==> config.mk <==
export PLATFORM = sky130hd
export DESIGN_NAME = rob_commit_flat
export DESIGN_NICKNAME = d
export VERILOG_FILES = /design/src/rtl/rob_commit_if.sv /design/src/rtl/rob_commit.sv /design/src/flat_wrapper.sv
export SDC_FILE = /design/constraint.sdc
export NUM_CORES = 1
export LEC_CHECK = 0
export ABC_AREA = 1
export BUFFER_PORTS_ARGS = -buffer_cell sky130_fd_sc_hd__buf_2
export CAP_MARGIN = 40
export CORE_ASPECT_RATIO = 2
export CORE_MARGIN = 3
export CORE_UTILIZATION = 40
export DETAILED_ROUTE_END_ITERATION = 16
export SYNTH_ARGS = -nofsm -noshare
export SYNTH_HDL_FRONTEND = slang
export SYNTH_SLANG_ARGS = --single-unit
==> constraint.sdc <==
create_clock -name clk -period 3.15 [get_ports clk]
set_clock_uncertainty 0.1 [all_clocks]
set_input_delay 0.315 -clock clk [delete_from_list [all_inputs] [get_ports clk]]
set_output_delay 0.315 -clock clk [all_outputs]
set_load 0.01 [all_outputs]
==> src/rtl/rob_commit_if.sv <==
// Bus bundle for the reorder/commit buffer. Rename and writeback drive it,
// and the ROB answers with tags, occupancy and the in-order commit stream.
interface rob_commit_if #(
  parameter int DEPTH = 16,
  parameter int TAG_W = $clog2(DEPTH)
);

  typedef struct packed {
    logic       valid;
    logic       is_branch;
    logic       rd_valid;
    logic [5:0] rd_idx;
  } rinstr_t;

  typedef struct packed {
    logic valid;
    logic hit;
  } br_result_t;

  typedef struct packed {
    logic       valid;
    logic [5:0] idx;
    logic       ready;
  } p_reg_t;

  rinstr_t          rinstr_i;
  logic [TAG_W-1:0] rob_tag_o;
  logic             rob_full_o;
  logic             wb_valid_i;
  logic [TAG_W-1:0] wb_tag_i;
  br_result_t       br_result_i;
  p_reg_t           p_commit_o;
  logic             retire_o;
  logic [TAG_W:0]   rob_count_o;

  modport master (
    output rinstr_i, wb_valid_i, wb_tag_i, br_result_i,
    input  rob_tag_o, rob_full_o, p_commit_o, retire_o, rob_count_o
  );

  modport slave (
    input  rinstr_i, wb_valid_i, wb_tag_i, br_result_i,
    output rob_tag_o, rob_full_o, p_commit_o, retire_o, rob_count_o
  );

endinterface

==> src/rtl/rob_commit.sv <==
// In-order retirement buffer. Accepts renamed instructions at the tail,
// marks them done on writeback, retires at most one per cycle from the head
// and reports the retired destination register back to rename. A single
// outstanding branch is tracked; a mispredict drops every younger entry.
module rob_commit #(
  parameter int DEPTH = 16,
  parameter int TAG_W = $clog2(DEPTH)
) (
  input  logic         clk,
  input  logic         rst_ni,
  rob_commit_if.slave  bus
);

  logic [TAG_W-1:0] head_q;
  logic [TAG_W-1:0] tail_q;
  logic [TAG_W-1:0] br_tag_q;
  logic [TAG_W:0]   count_q;
  logic [TAG_W:0]   count_d;
  logic             full_q;
  logic             br_pending_q;

  logic [DEPTH-1:0] ent_valid_q;
  logic [DEPTH-1:0] ent_done_q;
  logic [DEPTH-1:0] ent_valid_d;
  logic [DEPTH-1:0] ent_done_d;
  logic [DEPTH-1:0] ent_rd_valid_q;
  logic [5:0]       ent_rd_idx_q [DEPTH];

  logic             retire_p1;
  logic             commit_vld_p1;
  logic [5:0]       commit_idx_p1;
  logic             commit_rdy_p1;

  logic             enq_req;
  logic             enq_ok;
  logic             br_resolve;
  logic             mispredict;
  logic             retire;
  logic [TAG_W-1:0] br_off;
  logic [DEPTH-1:0] flush_mask;

  assign enq_req    = bus.rinstr_i.valid && !full_q;
  assign br_resolve = bus.br_result_i.valid && br_pending_q;
  assign mispredict = br_resolve && !bus.br_result_i.hit;
  // Anything presented alongside a mispredict is on the wrong path.
  assign enq_ok     = enq_req && !mispredict;
  assign retire     = ent_valid_q[head_q] && ent_done_q[head_q];
  // Age of the branch measured from the head; wraps naturally in TAG_W bits.
  assign br_off     = br_tag_q - head_q;

  // Mark every slot whose age from the head exceeds the branch's age.
  always_comb begin
    flush_mask = '0;
    for (int i = 0; i < DEPTH; i++) begin
      if (mispredict && ((TAG_W'(i) - head_q) > br_off)) begin
        flush_mask[i] = 1'b1;
      end
    end
  end

  // Next occupancy: rebuilt from the branch position on a flush.
  always_comb begin
    if (mispredict) begin
      count_d = {1'b0, br_off} + (TAG_W+1)'(1) - (TAG_W+1)'(retire);
    end else begin
      count_d = count_q + (TAG_W+1)'(enq_ok) - (TAG_W+1)'(retire);
    end
  end

  // Next valid/done vectors: writeback, retire, flush, then enqueue.
  always_comb begin
    ent_valid_d = ent_valid_q;
    ent_done_d  = ent_done_q;
    if (bus.wb_valid_i && ent_valid_q[bus.wb_tag_i]) begin
      ent_done_d[bus.wb_tag_i] = 1'b1;
    end
    if (retire) begin
      ent_valid_d[head_q] = 1'b0;
    end
    ent_valid_d = ent_valid_d & ~flush_mask;
    if (enq_ok) begin
      ent_valid_d[tail_q] = 1'b1;
      ent_done_d[tail_q]  = 1'b0;
    end
  end

  // Pointers, occupancy, branch tracking and per-entry status.
  always_ff @(posedge clk or negedge rst_ni) begin
    if (!rst_ni) begin
      head_q       <= '0;
      tail_q       <= '0;
      count_q      <= '0;
      full_q       <= 1'b0;
      br_pending_q <= 1'b0;
      br_tag_q     <= '0;
      ent_valid_q  <= '0;
      ent_done_q   <= '0;
    end else begin
      count_q     <= count_d;
      full_q      <= (count_d == (TAG_W+1)'(DEPTH));
      ent_valid_q <= ent_valid_d;
      ent_done_q  <= ent_done_d;
      if (retire) begin
        head_q <= head_q + 1'b1;
      end
      if (mispredict) begin
        tail_q <= br_tag_q + 1'b1;
      end else if (enq_ok) begin
        tail_q <= tail_q + 1'b1;
      end
      if (enq_ok && bus.rinstr_i.is_branch) begin
        br_pending_q <= 1'b1;
        br_tag_q     <= tail_q;
      end else if (br_resolve) begin
        br_pending_q <= 1'b0;
      end
    end
  end

  // Entry payload captured at enqueue; only read once the entry is valid.
  always_ff @(posedge clk) begin
    if (enq_ok) begin
      ent_rd_valid_q[tail_q] <= bus.rinstr_i.rd_valid;
      ent_rd_idx_q[tail_q]   <= bus.rinstr_i.rd_idx;
    end
  end

  // ---- stage p1: registered commit report of the head just retired ----
  always_ff @(posedge clk or negedge rst_ni) begin
    if (!rst_ni) begin
      retire_p1     <= 1'b0;
      commit_vld_p1 <= 1'b0;
      commit_idx_p1 <= '0;
      commit_rdy_p1 <= 1'b0;
    end else begin
      retire_p1     <= retire;
      commit_vld_p1 <= retire && ent_rd_valid_q[head_q];
      commit_idx_p1 <= retire ? ent_rd_idx_q[head_q] : 6'd0;
      commit_rdy_p1 <= retire;
    end
  end

  assign bus.rob_tag_o   = tail_q;
  assign bus.rob_full_o  = full_q;
  assign bus.rob_count_o = count_q;
  assign bus.retire_o    = retire_p1;
  assign bus.p_commit_o  = {commit_vld_p1, commit_idx_p1, commit_rdy_p1};

  // Upstream must stall on rob_full_o; an instruction offered while full is lost.
  a_no_enq_when_full : assert property (
    @(posedge clk) disable iff (!rst_ni) !(bus.rinstr_i.valid && full_q));

  // Only one unresolved branch may be in flight.
  a_single_branch : assert property (
    @(posedge clk) disable iff (!rst_ni)
    !(bus.rinstr_i.valid && bus.rinstr_i.is_branch && br_pending_q && !bus.br_result_i.valid));

endmodule

==> src/flat_wrapper.sv <==
// flat-port wrapper written by rule: the top's interface ports become plain ports
module rob_commit_flat 
#(
  parameter int DEPTH = 16,
  parameter int TAG_W = $clog2(DEPTH)
)
  (clk, rst_ni, bus_rinstr_i, bus_wb_valid_i, bus_wb_tag_i, bus_br_result_i, bus_rob_tag_o, bus_rob_full_o, bus_p_commit_o, bus_retire_o, bus_rob_count_o);
  rob_commit_if #(.DEPTH(DEPTH), .TAG_W(TAG_W)) bus_i ();
  input  logic clk;
  input  logic rst_ni;
  input wire logic [$bits(bus_i.rinstr_i)-1:0] bus_rinstr_i;
  input wire logic [$bits(bus_i.wb_valid_i)-1:0] bus_wb_valid_i;
  input wire logic [$bits(bus_i.wb_tag_i)-1:0] bus_wb_tag_i;
  input wire logic [$bits(bus_i.br_result_i)-1:0] bus_br_result_i;
  output wire logic [$bits(bus_i.rob_tag_o)-1:0] bus_rob_tag_o;
  output wire logic [$bits(bus_i.rob_full_o)-1:0] bus_rob_full_o;
  output wire logic [$bits(bus_i.p_commit_o)-1:0] bus_p_commit_o;
  output wire logic [$bits(bus_i.retire_o)-1:0] bus_retire_o;
  output wire logic [$bits(bus_i.rob_count_o)-1:0] bus_rob_count_o;
  assign bus_i.rinstr_i = bus_rinstr_i;
  assign bus_i.wb_valid_i = bus_wb_valid_i;
  assign bus_i.wb_tag_i = bus_wb_tag_i;
  assign bus_i.br_result_i = bus_br_result_i;
  assign bus_rob_tag_o = bus_i.rob_tag_o;
  assign bus_rob_full_o = bus_i.rob_full_o;
  assign bus_p_commit_o = bus_i.p_commit_o;
  assign bus_retire_o = bus_i.retire_o;
  assign bus_rob_count_o = bus_i.rob_count_o;
  rob_commit #(.DEPTH(DEPTH), .TAG_W(TAG_W)) u_core (.clk(clk), .rst_ni(rst_ni), .bus(bus_i));
endmodule
==> qor.yml, run 1 <==
run_status:
  outcome: "finished, final reports clean"
timing:
  max_freq_ghz: 0.3361
  relSlewSlack: 0.6065
  worst-slew-pin-transition_ps: 590.2
  final.setup.tns_ps: 0
  hold_ws_ps: 131.7
  finalCritPeriodShare: 0.9447
  setup_slack_ps: 174.3
  hold_viol_final: 0
  layout_min_cycle_time_ps: 2976
  max_slew_violation_count: 0
  setup_viol: 0
setup_path:
  critical_path.slowest_cell: "sky130_fd_sc_hd__dfrtp_2"
  crit_arrival_ps: 3250
  r2r-start: "u_core.head_q[0]$_DFFE_PN0N_"
  cp-start-kind: "flop"
  crit_path_cell_trace: "buf_6 -> nand3_1 -> nand3_1 -> nand3_2 -> nand3_4 -> nand2_4 -> inv_2 -> ha_1 -> inv_1 -> ha_2 -> fa_2 -> or2_2 -> nand3_1 -> o21ai_2 -> nor3_2 -> nand3_1 -> a21oi_2"
  cpMostUsedCell: "sky130_fd_sc_hd__nand3_1"
  cp_slowest_stage_delay_ps: 450
  critical_path.n_buffers_inverters: 3
  cpLargestDelayFamily: "simple AND/OR/NAND/NOR gates"
  cp.required_ps: 3430
  end_kind: "flop"
  timing.critical_path.fanout_max: 8
  crit_path_start: "u_core.head_q[0]$_DFFE_PN0N_"
  timing.setup.critical_path_class: "flop to flop"
clock_tree:
  clock_latency_ps: 440
  ctsRootBufferMaster: "sky130_fd_sc_hd__clkbuf_16"
  cts_num_sinks: 171
  max-clock-path-buffers: 2
  tritoncts: "done"
  number_of_cts_inserted_buffers: 17
  cts.clk_slew.worst_paths_ps: 70
  depth_of_the_cts_h_tree: 4
route:
  drt_wl_total_mm: 27.42
  route.antenna.remaining_nets: 0
  first_iter_violations: 477
  drt_pass1_iterations: 5
  drc_errors: 0
  detailroute.via_count: 7311
  routed_wire_length_per_instance_um: 19.90
  avgViaCountPerCell: 5.306
synthesis:
  synth_cells: 1030
  synth_top_area_cells: "sky130_fd_sc_hd__edfxtp_1 37%, sky130_fd_sc_hd__dfrtp_1 16%, sky130_fd_sc_hd__nand2_1 13%, sky130_fd_sc_hd__nand3_1 6.8%, sky130_fd_sc_hd__ha_1 5.8%"
  ys_async_sr_fraction: 0.3450
  synth-edff-count: 112
  synth.cell_area_um2: 9112
  synth_nets: 1093
  syn_avg_cell_area_um2: 8.847
  synth_cell_type_count: 35
  synthDominantAreaCellType: "sky130_fd_sc_hd__edfxtp_1"
  synth_warnings: 0
  seq_area_frac_synth: 0.5311
  synth-main-ff-cell: "sky130_fd_sc_hd__edfxtp_1"
  synthDominantCellAreaShare: 0.3691
  synth-seq-cells: 171
power_and_ir_drop:
  total_power_mw: 12.38
  irDropWorstVdd_uv: 860.2
  pwr_density_cell_nw_per_um2: 1190
  leakagePower_nw: 4.617
final_layout:
  synthToLayoutAreaGrowth_pct: 14.17
  antenna_cells: 0
  final_layout_size_suffix_gt1_frac: 0.1343
  instances_no_fill: 1378
  design.final.nets: 1152
  design_area_um2: 10400
  utilization: 0.4675
floorplan:
  placement_rows: 77
  core_um2: 22260
  num_io_pins: 37
  die_area_um2: 24740
  die-height_um: 219.5
  initial_utilization: 0.4095
  die_width_um: 112.7
job:
  timing.max_cap.violations: 0
global_route:
  antenna_found_initial: 0
  overflow: 0
  grt_use_total: 0.2297
  grt_max_degree: 52
  via_count_of_the_first_global_routing_pass: 7303
  grt_pass1_wl_mm: 41.69
placed_design:
  placed_cell_area_um2: 9704
  pre_cts_worst_setup_slack_ps: 100.5
  globalplace.congestion: 0.9884
  number_of_buffers_inserted_by_port_buffering: 36
  place_inst: 1340
  hpwl_mm: 19.67
min_path:
  hold_crit_path_type: "primary input to asynchronous set/reset pin"
[flip-flops by register name, summed over array words and instances, names as in the netlist, 4 cells and up]
register	cells
u_core.ent_rd_valid_q	16
u_core.ent_valid_q	16
u_core.br_tag_q	4
u_core.head_q	4
u_core.ent_rd_idx_q	96
u_core.commit_idx_p1	6
u_core.bus.rob_tag_o	4
u_core.ent_done_q	16
u_core.bus.rob_count_o	5
[per-layer routing]
metal | vias to the layer above | track usage | routed length, um
li1 | 3521 | - | -
met1 | 3483 | 0.2301 | 9375
met2 | 216 | 0.4190 | 14930
met3 | 91 | 0.04424 | 1006
met4 | 0 | 0.1600 | 2106
met5 | - | 0 | 0
[worst paths after layout]
| path | to | slack (ps) | depth (start not counted) |
|---|---|---|---|
| max in group asynchronous | u_core.bus.rob_count_o[2]$_DFF_PN0_ | 2110 | 3 |
| worst min-delay path | u_core.head_q[0]$_DFFE_PN0N_ | 130 | 2 |
| worst max register to register | u_core.bus.rob_full_o$_DFF_PN0_ | 170 | 17 |
| min in group clk | u_core.ent_rd_idx_q[3][5]$_DFFE_PP_ | 160 | 1 |
| worst min register to register | u_core.ent_done_q[7]$_DFF_PN0_ | 420 | 2 |
| worst max-delay path | u_core.bus.rob_full_o$_DFF_PN0_ | 170 | 17 |
[area by class of cell]
class,count,area [um2]
fillers,2119,11850
well taps,276,345.3
clock buffers,17,425.4
inverters,104,401.6
multi-input cells,713,3670
repair buffers,82,558.0
flip-flops and latches,171,4841
clock inverters,15,162.7
[worst register-to-register path: cells and delay by family, from the launching register on]
| kind | cells | cell delay [ps] |
|---|---|---|
| flip-flops | 1 | 450 |
| buffers and inverters | 3 | 260 |
| AND/OR/NAND/NOR | 9 | 1150 |
| AO/OA/AOI/OAI | 2 | 190 |
| adder cells (fa/ha/maj) | 3 | 760 |
[power breakdown]
group          internal (mW)  leakage [nW]  switching (mW)  total, mW
registers               2.85          1.75           0.335       3.19
clock network           1.18         0.276           0.941       2.12
logic                   2.47          2.60            4.60       7.07
[cells in the mapped netlist (2+ instances only)]
library cell and n:
sky130_fd_sc_hd__a21boi_0 2, sky130_fd_sc_hd__a21oi_1 42, sky130_fd_sc_hd__a31oi_1 13, sky130_fd_sc_hd__buf_1 3
sky130_fd_sc_hd__buf_2 15, sky130_fd_sc_hd__buf_4 9, sky130_fd_sc_hd__buf_6 5, sky130_fd_sc_hd__clkbuf_1 10
sky130_fd_sc_hd__dfrtp_1 59, sky130_fd_sc_hd__edfxtp_1 112, sky130_fd_sc_hd__fa_1 3, sky130_fd_sc_hd__ha_1 42
sky130_fd_sc_hd__inv_1 97, sky130_fd_sc_hd__inv_2 5, sky130_fd_sc_hd__nand2_1 322, sky130_fd_sc_hd__nand2_4 2
sky130_fd_sc_hd__nand3_1 123, sky130_fd_sc_hd__nand3_2 4, sky130_fd_sc_hd__nand3_4 2, sky130_fd_sc_hd__nand3b_1 2
sky130_fd_sc_hd__nand4_1 3, sky130_fd_sc_hd__nor2_1 72, sky130_fd_sc_hd__nor3_1 4, sky130_fd_sc_hd__nor3_2 7
sky130_fd_sc_hd__o21ai_0 37, sky130_fd_sc_hd__o21ai_1 12, sky130_fd_sc_hd__o21bai_1 3, sky130_fd_sc_hd__o21bai_2 2
sky130_fd_sc_hd__xnor2_1 3, sky130_fd_sc_hd__xor2_1 10
[cells by family (layout without fill, tap and decap cells)]
group	Yosys count	count (layout)	share of synthesized area
xor gates and xnor gates	13	13	0.01249
and+or+nand+nor	543	543	0.2555
buffers and inverters	146	218	0.07030
AOI/OAI and AO/OA	112	112	0.06632
adders and majority gates	45	45	0.06426
DFF	171	171	0.5311
[repair_timing]
action | CTS | global route
endpoints found under the hold margin | 60 | 0
gates resized for setup | 0 | 18
buffers inserted | 0 | 4
endpoints found under the setup margin | 0 | 5
hold buffers | 2 | 0
[cells in the final DEF, fill, tap and decap left out, types with 3 or more instances in the layout]
cell type | Yosys | final
sky130_fd_sc_hd__ha_1 | 42 | 40
sky130_fd_sc_hd__nand2_1 | 322 | 322
sky130_fd_sc_hd__edfxtp_1 | 112 | 112
sky130_fd_sc_hd__nand3_1 | 123 | 121
sky130_fd_sc_hd__nor3_2 | 7 | 8
sky130_fd_sc_hd__dfrtp_1 | 59 | 58
sky130_fd_sc_hd__buf_2 | 15 | 36
sky130_fd_sc_hd__nand3_2 | 4 | 6
sky130_fd_sc_hd__inv_6 | 0 | 5
sky130_fd_sc_hd__nor3_1 | 4 | 3
sky130_fd_sc_hd__clkinvlp_4 | 0 | 5
sky130_fd_sc_hd__a21oi_1 | 42 | 40
sky130_fd_sc_hd__clkbuf_16 | 0 | 17
sky130_fd_sc_hd__nand4_1 | 3 | 3
sky130_fd_sc_hd__inv_2 | 5 | 4
sky130_fd_sc_hd__o21ai_1 | 12 | 12
sky130_fd_sc_hd__buf_6 | 5 | 4
sky130_fd_sc_hd__inv_1 | 97 | 97
sky130_fd_sc_hd__xnor2_1 | 3 | 3
sky130_fd_sc_hd__buf_4 | 9 | 39
sky130_fd_sc_hd__xor2_1 | 10 | 10
sky130_fd_sc_hd__o21ai_0 | 37 | 36
sky130_fd_sc_hd__o21bai_2 | 2 | 3
sky130_fd_sc_hd__a31oi_1 | 13 | 13
sky130_fd_sc_hd__nor2_1 | 72 | 72
(Power assumes the default switching activity.)
==> run 2: changes to the inputs <==
==> constraint.sdc (replaced) <==
create_clock -name clk -period 3.15 [get_ports clk]
set_clock_uncertainty 0.1 [all_clocks]
set_input_delay 0 -clock clk [delete_from_list [all_inputs] [get_ports clk]]
set_output_delay 0 -clock clk [all_outputs]
set_load 0.01 [all_outputs]
==> qor.yml, run 2 (synthesis results as in run 1) <==
placed_design:
  number_of_buffers_inserted_by_port_buffering: 36  # unchanged
  place_inst: 1342  # was 1340
  hpwl_mm: 19.69  # was 19.67 mm
  globalplace.congestion: 0.9633  # was 0.9884
floorplan:
  die_width_um: 112.7  # unchanged
  die-height_um: 219.5  # unchanged
  num_io_pins: 37  # unchanged
  core_um2: 22260  # unchanged
  placement_rows: 77  # unchanged
  initial_utilization: 0.4095  # unchanged
  die_area_um2: 24740  # unchanged
timing:
  rsz0062_at_grt: "yes"
  max_freq_ghz: 0.3330  # was 0.3361 GHz
  hold_viol_final: 0  # unchanged
  max_slew_violation_count: 0  # unchanged
  finalCritPeriodShare: 0.9534  # was 0.9447
  relSlewSlack: 0.4222  # was 0.6065
  layout_min_cycle_time_ps: 3003  # was 2976 ps
  worst-slew-pin-transition_ps: 863.8  # was 590.2 ps
  setup_viol: 0  # unchanged
  final.setup.tns_ps: 0  # unchanged
route:
  detailroute.via_count: 7338  # was 7311
  routed_wire_length_per_instance_um: 19.52  # was 19.90 um
  drt_wl_total_mm: 27.25  # was 27.42 mm
  route.antenna.remaining_nets: 0  # unchanged
  drt_pass1_iterations: 7  # was 5
  avgViaCountPerCell: 5.256  # was 5.306
  drc_errors: 0  # unchanged
  first_iter_violations: 397  # was 477
global_route:
  grt_max_degree: 44  # was 52
  grt_pass1_wl_mm: 41.17  # was 41.69 mm
  grt_use_total: 0.2263  # was 0.2297
  via_count_of_the_first_global_routing_pass: 7310  # was 7303
  overflow: 0  # unchanged
  antenna_found_initial: 0  # unchanged
setup_path:
  timing.setup.critical_path_class: "flop to flop"  # unchanged
  cpLargestDelayFamily: "adder cells"  # was simple AND/OR/NAND/NOR gates
  cp-start-kind: "flop"  # unchanged
  cp_slowest_stage_delay_ps: 410  # was 450 ps
  crit_path_cell_trace: "buf_6 -> buf_4 -> ha_1 -> inv_1 -> fa_2 -> xnor2_1 -> buf_4 -> ha_1 -> inv_1 -> nor2_1 -> nor2_1 -> o21ai_0 -> nand3_1 -> nand2_1 -> nand2_1"  # was buf_6 -> nand3_1 -> nand3_1 -> nand3_2 -> nand3_4 -> nand2_4 -> inv_2 -> ha_1 -> inv_1 -> ha_2 -> fa_2 -> or2_2 -> nand3_1 -> o21ai_2 -> nor3_2 -> nand3_1 -> a21oi_2
  timing.critical_path.fanout_max: 10  # was 8
  cp.required_ps: 3380  # was 3430 ps
  setup.reg_to_reg.worst_slack_ps: 150  # was 170 ps
  end_kind: "flop"  # unchanged
  crit_arrival_ps: 3230  # was 3250 ps
  critical_path.slowest_cell: "sky130_fd_sc_hd__dfrtp_2"  # unchanged
  critical_path.n_buffers_inverters: 5  # was 3
power_and_ir_drop:
  total_power_mw: 12.17  # was 12.38 mW
  pwr_density_cell_nw_per_um2: 1158  # was 1190 nW/um2
  leakagePower_nw: 4.663  # was 4.617 nW
  irDropWorstVdd_uv: 795.8  # was 860.2 uV
  clkPwrFrac: 0.161  # was 0.171
  pwr-share-comb: 0.578  # was 0.571
  p_switching_mw: 5.738  # was 5.878 mW
  power.switching_fraction: 0.4717  # was 0.4749
  power.internal_mw: 6.427  # was 6.501 mW
  seq_pwr_share: 0.262  # was 0.257
clock_tree:
  number_of_cts_inserted_buffers: 17  # unchanged
  clock_latency_ps: 430  # was 440 ps
  depth_of_the_cts_h_tree: 4  # unchanged
  cts.clk_slew.worst_paths_ps: 60  # was 70 ps
  tritoncts: "done"  # unchanged
  cts_num_sinks: 171  # unchanged
  max-clock-path-buffers: 2  # unchanged
  ctsRootBufferMaster: "sky130_fd_sc_hd__clkbuf_16"  # unchanged
run_status:
  outcome: "finished, final reports clean"  # unchanged
final_layout:
  synthToLayoutAreaGrowth_pct: 15.30  # was 14.17%
  antenna_cells: 0  # unchanged
  final_layout_size_suffix_gt1_frac: 0.1250  # was 0.1343
  design.final.nets: 1170  # was 1152
  number_of_flip_flops_under_the_largest_register_name: 96  # unchanged
  layout.cells.most_common_list: "322 x sky130_fd_sc_hd__nand2_1, 120 x sky130_fd_sc_hd__nand3_1, 112 x sky130_fd_sc_hd__edfxtp_1"  # was 322 x sky130_fd_sc_hd__nand2_1, 121 x sky130_fd_sc_hd__nand3_1, 112 x sky130_fd_sc_hd__edfxtp_1
  layout_commonest_cell: "sky130_fd_sc_hd__nand2_1"  # unchanged
  instances_no_fill: 1396  # was 1378
  top_register: "u_core.ent_rd_idx_q"  # unchanged
job:
  timing.max_cap.violations: 0  # unchanged
min_path:
  hold_crit_path_type: "primary input to flop"  # was primary input to asynchronous set/reset pin
## run 2: changes by cell type in the layout (fill, tap and decap cells not counted), moves of 3 or more
cell / previous run / this run
sky130_fd_sc_hd__dlygate4sd3_1: 2 / 18
sky130_fd_sc_hd__buf_6: 4 / 1
sky130_fd_sc_hd__o21ai_1: 12 / 15
sky130_fd_sc_hd__buf_4: 39 / 44
sky130_fd_sc_hd__clkbuf_1: 0 / 8
sky130_fd_sc_hd__inv_6: 5 / 1
## run 2: worst min-delay path, stage by stage
cell	delay (ps)
sky130_fd_sc_hd__buf_2	70
sky130_fd_sc_hd__inv_1	30
sky130_fd_sc_hd__nor2_1	140
sky130_fd_sc_hd__nor2_1	130
sky130_fd_sc_hd__nand2_1	80
sky130_fd_sc_hd__o21ai_0	70
## run 2: area by class of cell
| class | count | area (um2) |
|---|---|---|
| clock inverters | 6 | 66.31 |
| multi-input cells | 713 | 3661 |
| fillers | 2132 | 11750 |
| well taps | 276 | 345.3 |
| inverters | 104 | 400.4 |
| flip-flops and latches | 171 | 4842 |
| repair buffers | 100 | 721.9 |
| clock buffers | 26 | 469.2 |
## run 2: final timing paths
kind                                                startpoint                                   to  depth (start not counted)
worst min-delay path                           bus_rinstr_i[8]  u_core.bus.rob_tag_o[2]$_DFFE_PN0P_                          6
min in group asynchronous                               rst_ni      u_core.ent_done_q[14]$_DFF_PN0_                          3
worst max register to register    u_core.head_q[0]$_DFFE_PN0N_      u_core.ent_valid_q[1]$_DFF_PN0_                         15
max in group asynchronous                               rst_ni      u_core.ent_done_q[15]$_DFF_PN0_                          3
worst max-delay path              u_core.head_q[0]$_DFFE_PN0N_      u_core.ent_valid_q[1]$_DFF_PN0_                         15
worst min register to register  u_core.ent_done_q[7]$_DFF_PN0_       u_core.ent_done_q[7]$_DFF_PN0_                          2
## run 2: per-stage QoR
stage | setup slack [ps] | utilization | hold slack, ps | instance area (um2)
after floorplan | 22.56 | - | -395.6 | 9112
after global placement | 82.18 | 0.4367 | -101.0 | 9719
after detailed placement | 63.76 | 0.4367 | -97.14 | 9719
after CTS | 49.19 | 0.4689 | 21.88 | 10440
after global routing | -49.12 | 0.4721 | 57.16 | 10510
final | 146.8 | 0.4721 | 20.96 | 10510
## run 2: what timing repair did
action	in CTS	in global routing
hold buffers	18	0
setup buffers	0	4
endpoints found under the setup margin	0	12
resized for setup	0	17
hold endpoints to repair	195	0
## run 2: power by group through the flow
| stage | clock (mW) | sequential (mW) | combinational, mW |
|---|---|---|---|
| floorplan | 0 | 3.15 | 4.81 |
| global placement | 0 | 3.21 | 6.82 |
| detailed placement | 0 | 3.22 | 6.90 |
| CTS | 1.99 | 3.18 | 6.96 |
| global route | 2.08 | 3.23 | 7.89 |
| finish | 1.95 | 3.19 | 7.03 |
## run 2: routing by layer
metal | vias to the layer above | global-route usage | wire (um)
met3 | 92 | 0.03627 | 1119
met1 | 3467 | 0.2199 | 9110
met4 | 0 | 0.1629 | 2200
met2 | 231 | 0.4230 | 14820
li1 | 3548 | - | -
met5 | - | 0 | 0
==> run 3: changes to the inputs <==
Settings changed: ABC_AREA 1 to default.
==> qor.yml, run 3 <==
power_and_ir_drop:
  leakagePower_nw: 4.019  # was 4.663 nW
  total_power_mw: 12.71  # was 12.17 mW
  seq_pwr_share: 0.256  # was 0.262
  pwr_density_cell_nw_per_um2: 1243  # was 1158 nW/um2
  clkPwrFrac: 0.151  # was 0.161
  irDropWorstVdd_uv: 565.3  # was 795.8 uV
  pwr-share-comb: 0.593  # was 0.578
  p_switching_mw: 5.247  # was 5.738 mW
  power.internal_mw: 7.465  # was 6.427 mW
  power.switching_fraction: 0.4128  # was 0.4717
synthesis:
  yosysMostFrequentCell: "sky130_fd_sc_hd__edfxtp_1"  # was sky130_fd_sc_hd__nand2_1
  ys_async_sr_fraction: 0.3450  # unchanged
  syn_avg_cell_area_um2: 13.66  # was 8.847 um2
  synth_warnings: 0  # unchanged
  synth-edff-count: 112  # unchanged
  seq_area_frac_synth: 0.5752  # was 0.5311
  synth_nets: 679  # was 1093
  synth_cell_type_count: 57  # was 35
  synthDominantCellAreaShare: 0.3997  # was 0.3691
  synth_top_area_cells: "sky130_fd_sc_hd__edfxtp_1 40%, sky130_fd_sc_hd__dfrtp_1 18%, sky130_fd_sc_hd__mux4_2 11%, sky130_fd_sc_hd__ha_1 6.2%, sky130_fd_sc_hd__nand2_1 2.2%"  # was sky130_fd_sc_hd__edfxtp_1 37%, sky130_fd_sc_hd__dfrtp_1 16%, sky130_fd_sc_hd__nand2_1 13%, sky130_fd_sc_hd__nand3_1 6.8%, sky130_fd_sc_hd__ha_1 5.8%
  synth-seq-cells: 171  # unchanged
  synth_cells: 616  # was 1030
  synth-main-ff-cell: "sky130_fd_sc_hd__edfxtp_1"  # unchanged
  ys_top_cells_by_count: "112 x sky130_fd_sc_hd__edfxtp_1, 59 x sky130_fd_sc_hd__dfrtp_1, 49 x sky130_fd_sc_hd__nand2_1"  # was 322 x sky130_fd_sc_hd__nand2_1, 123 x sky130_fd_sc_hd__nand3_1, 112 x sky130_fd_sc_hd__edfxtp_1
  synthDominantAreaCellType: "sky130_fd_sc_hd__edfxtp_1"  # unchanged
  synth.cell_area_um2: 8414  # was 9112 um2
route:
  first_iter_violations: 335  # was 397
  avgViaCountPerCell: 5.584  # was 5.256
  routed_wire_length_per_instance_um: 22.71  # was 19.52 um
  detailroute.via_count: 5685  # was 7338
  drt_pass1_iterations: 5  # was 7
  drc_errors: 0  # unchanged
  route.antenna.remaining_nets: 0  # unchanged
  drt_wl_total_mm: 23.12  # was 27.25 mm
timing:
  setup_viol: 2  # was 0
  relSlewSlack: 0.5529  # was 0.4222
  hold_viol_final: 0  # unchanged
  max_freq_ghz: 0.3020  # was 0.3330 GHz
  worst-slew-pin-transition_ps: 665.9  # was 863.8 ps
  setup_slack_ps: -161.4  # was 146.8 ps
  finalCritPeriodShare: 1.051  # was 0.9534
  max_slew_violation_count: 0  # unchanged
  rsz0062_at_grt: "yes"  # unchanged
  final.setup.tns_ps: -211.8  # was 0 ps
  layout_min_cycle_time_ps: 3311  # was 3003 ps
global_route:
  overflow: 0  # unchanged
  grt_pass1_wl_mm: 35.69  # was 41.17 mm
  grt_use_total: 0.2152  # was 0.2263
  grt_max_degree: 41  # was 44
  via_count_of_the_first_global_routing_pass: 6064  # was 7310
  antenna_found_initial: 0  # unchanged
final_layout:
  antenna_cells: 0  # unchanged
  layout.cells.most_common_list: "112 x sky130_fd_sc_hd__edfxtp_1, 72 x sky130_fd_sc_hd__buf_4, 57 x sky130_fd_sc_hd__dfrtp_1"  # was 322 x sky130_fd_sc_hd__nand2_1, 120 x sky130_fd_sc_hd__nand3_1, 112 x sky130_fd_sc_hd__edfxtp_1
  number_of_flip_flops_under_the_largest_register_name: 96  # unchanged
  multi_input_area_um2: 3443  # was 3661 um2
  regArea_um2: 4842  # unchanged
  final_layout_size_suffix_gt1_frac: 0.2872  # was 0.1250
  synthToLayoutAreaGrowth_pct: 21.53  # was 15.30%
  layout_commonest_cell: "sky130_fd_sc_hd__edfxtp_1"  # was sky130_fd_sc_hd__nand2_1
  layout.filler_cells: 1855  # was 2132
  design.final.nets: 802  # was 1170
  top_register: "u_core.ent_rd_idx_q"  # unchanged
  utilization: 0.4975  # was 0.4721
placed_design:
  globalplace.congestion: 0.9117  # was 0.9633
  hpwl_mm: 16.85  # was 19.69 mm
  number_of_buffers_inserted_by_port_buffering: 36  # unchanged
clock_tree:
  clock_latency_ps: 430  # about the same
  tritoncts: "done"  # unchanged
  ctsRootBufferMaster: "sky130_fd_sc_hd__clkbuf_16"  # unchanged
  max-clock-path-buffers: 2  # unchanged
  number_of_cts_inserted_buffers: 17  # unchanged
  depth_of_the_cts_h_tree: 4  # unchanged
  cts_num_sinks: 171  # unchanged
  cts.clk_slew.worst_paths_ps: 70  # was 60 ps
setup_path:
  cp-start-kind: "flop"  # unchanged
  crit_arrival_ps: 3580  # was 3230 ps
  setup.reg_to_reg.worst_slack_ps: -160  # was 150 ps
  end_kind: "flop"  # unchanged
  cp.required_ps: 3420  # was 3380 ps
  timing.setup.critical_path_class: "flop to flop"  # unchanged
  timing.critical_path.fanout_max: 6  # was 10
run_status:
  failing_checks: "setup timing"
  outcome: "finished with violations"  # was finished, final reports clean
floorplan:
  initial_utilization: 0.4094  # was 0.4095
  num_io_pins: 37  # unchanged
  die_area_um2: 22920  # was 24740 um2
  placement_rows: 74  # was 77
  die-height_um: 211.1  # was 219.5 um
  die_width_um: 108.6  # was 112.7 um
  core_um2: 20550  # was 22260 um2
min_path:
  hold_crit_path_type: "primary input to flop"  # unchanged
job:
  timing.max_cap.violations: 0  # unchanged
-- run 3: changes by cell type in the layout (fill, tap and decap cells not counted), sizes merged, moves of 8 or more --
cell    delta
nand2    -276
nand3    -117
inv       -66
mux4      +41
nor2      -29
o21ai     -28
buf       +27
a21oi     -15
xnor2     +13
clkbuf     -8
-- run 3: path summary, 6_finish.rpt --
kind | startpoint | end | cells past startpoint
worst min register to register | u_core.ent_done_q[8]$_DFF_PN0_ | u_core.ent_done_q[8]$_DFF_PN0_ | 2
worst max register to register | u_core.head_q[0]$_DFFE_PN0N_ | u_core.bus.rob_full_o$_DFF_PN0_ | 17
max in group asynchronous | rst_ni | u_core.head_q[0]$_DFFE_PN0N_ | 4
min in group asynchronous | rst_ni | u_core.ent_done_q[7]$_DFF_PN0_ | 3
worst max-delay path | u_core.head_q[0]$_DFFE_PN0N_ | u_core.bus.rob_full_o$_DFF_PN0_ | 17
worst min-delay path | bus_wb_valid_i | u_core.ent_done_q[12]$_DFF_PN0_ | 4
-- run 3: critical path: stages (launching register included) --
cell and delay [ps]:
sky130_fd_sc_hd__dfrtp_2 440, sky130_fd_sc_hd__buf_4 150, sky130_fd_sc_hd__buf_4 140, sky130_fd_sc_hd__nor3_1 240, sky130_fd_sc_hd__a22oi_1 110, sky130_fd_sc_hd__o22ai_1 200, sky130_fd_sc_hd__nor3_2 70, sky130_fd_sc_hd__buf_4 160
sky130_fd_sc_hd__ha_4 260, sky130_fd_sc_hd__inv_2 40, sky130_fd_sc_hd__ha_4 150, sky130_fd_sc_hd__fa_2 350, sky130_fd_sc_hd__a21o_1 180, sky130_fd_sc_hd__a21oi_2 130, sky130_fd_sc_hd__xnor2_1 130, sky130_fd_sc_hd__nand2_1 90
sky130_fd_sc_hd__o21ai_2 80, sky130_fd_sc_hd__and4bb_2 220
-- run 3: timing repair --
item / 4_1_cts / 5_1_grt
gates resized for setup: 3 / 17
endpoints found under the setup margin: 4 / 17
pin swaps: 4 / 9
hold buffers: 20 / 0
setup buffers: 1 / 3
hold endpoints to repair: 165 / 0
-- run 3: final cells by class --
| type | instances | area share |
|---|---|---|
| clock buffer | 18 | 0.04197 |
| clock inverter | 14 | 0.01138 |
| inverter | 33 | 0.01236 |
| multi-input combinational | 387 | 0.3367 |
| sequential | 171 | 0.4735 |
| tap | 266 | 0.03255 |
| timing repair buffer | 129 | 0.09152 |
-- run 3: through the flow --
stage               cell area [um2]  setup WS, ps  hold slack [ps]  instances
floorplan                      8466        -255.2           -395.6        616
global placement               9356        -127.7           -122.7        961
detailed placement             9356        -185.2           -122.5        961
CTS                           10120        -153.4            25.68       1014
global route                  10230        -332.1            87.83       1018
finish                        10230        -161.4            61.32       1018
-- run 3: kinds of logic (layout without fill, tap and decap cells) --
logic type,Yosys count,in the layout,share of synthesized area
adders and majority gates,50,50,0.07554
AOI/OAI and AO/OA,96,96,0.07227
xor gates and xnor gates,25,25,0.02602
DFF,171,171,0.5752
and+or+nand+nor,163,163,0.09666
buffers and inverters,58,194,0.02944
muxes,53,53,0.1249
-- run 3: power by group through the flow --
stage	Combinational (mW)	Sequential [mW]	Clock, mW
global placement	6.98	3.27	0
detailed placement	7.17	3.28	0
floorplan	4.64	3.17	0
CTS	7.26	3.24	1.96
finish	7.54	3.25	1.92
global route	8.36	3.30	2.06
-- run 3: routing by layer --
layer / routed length [um] / GRT usage
met5: 0 / 0
met4: 1422 / 0.1308
met2: 13130 / 0.3950
met1: 8005 / 0.2244
met3: 558 / 0.03273
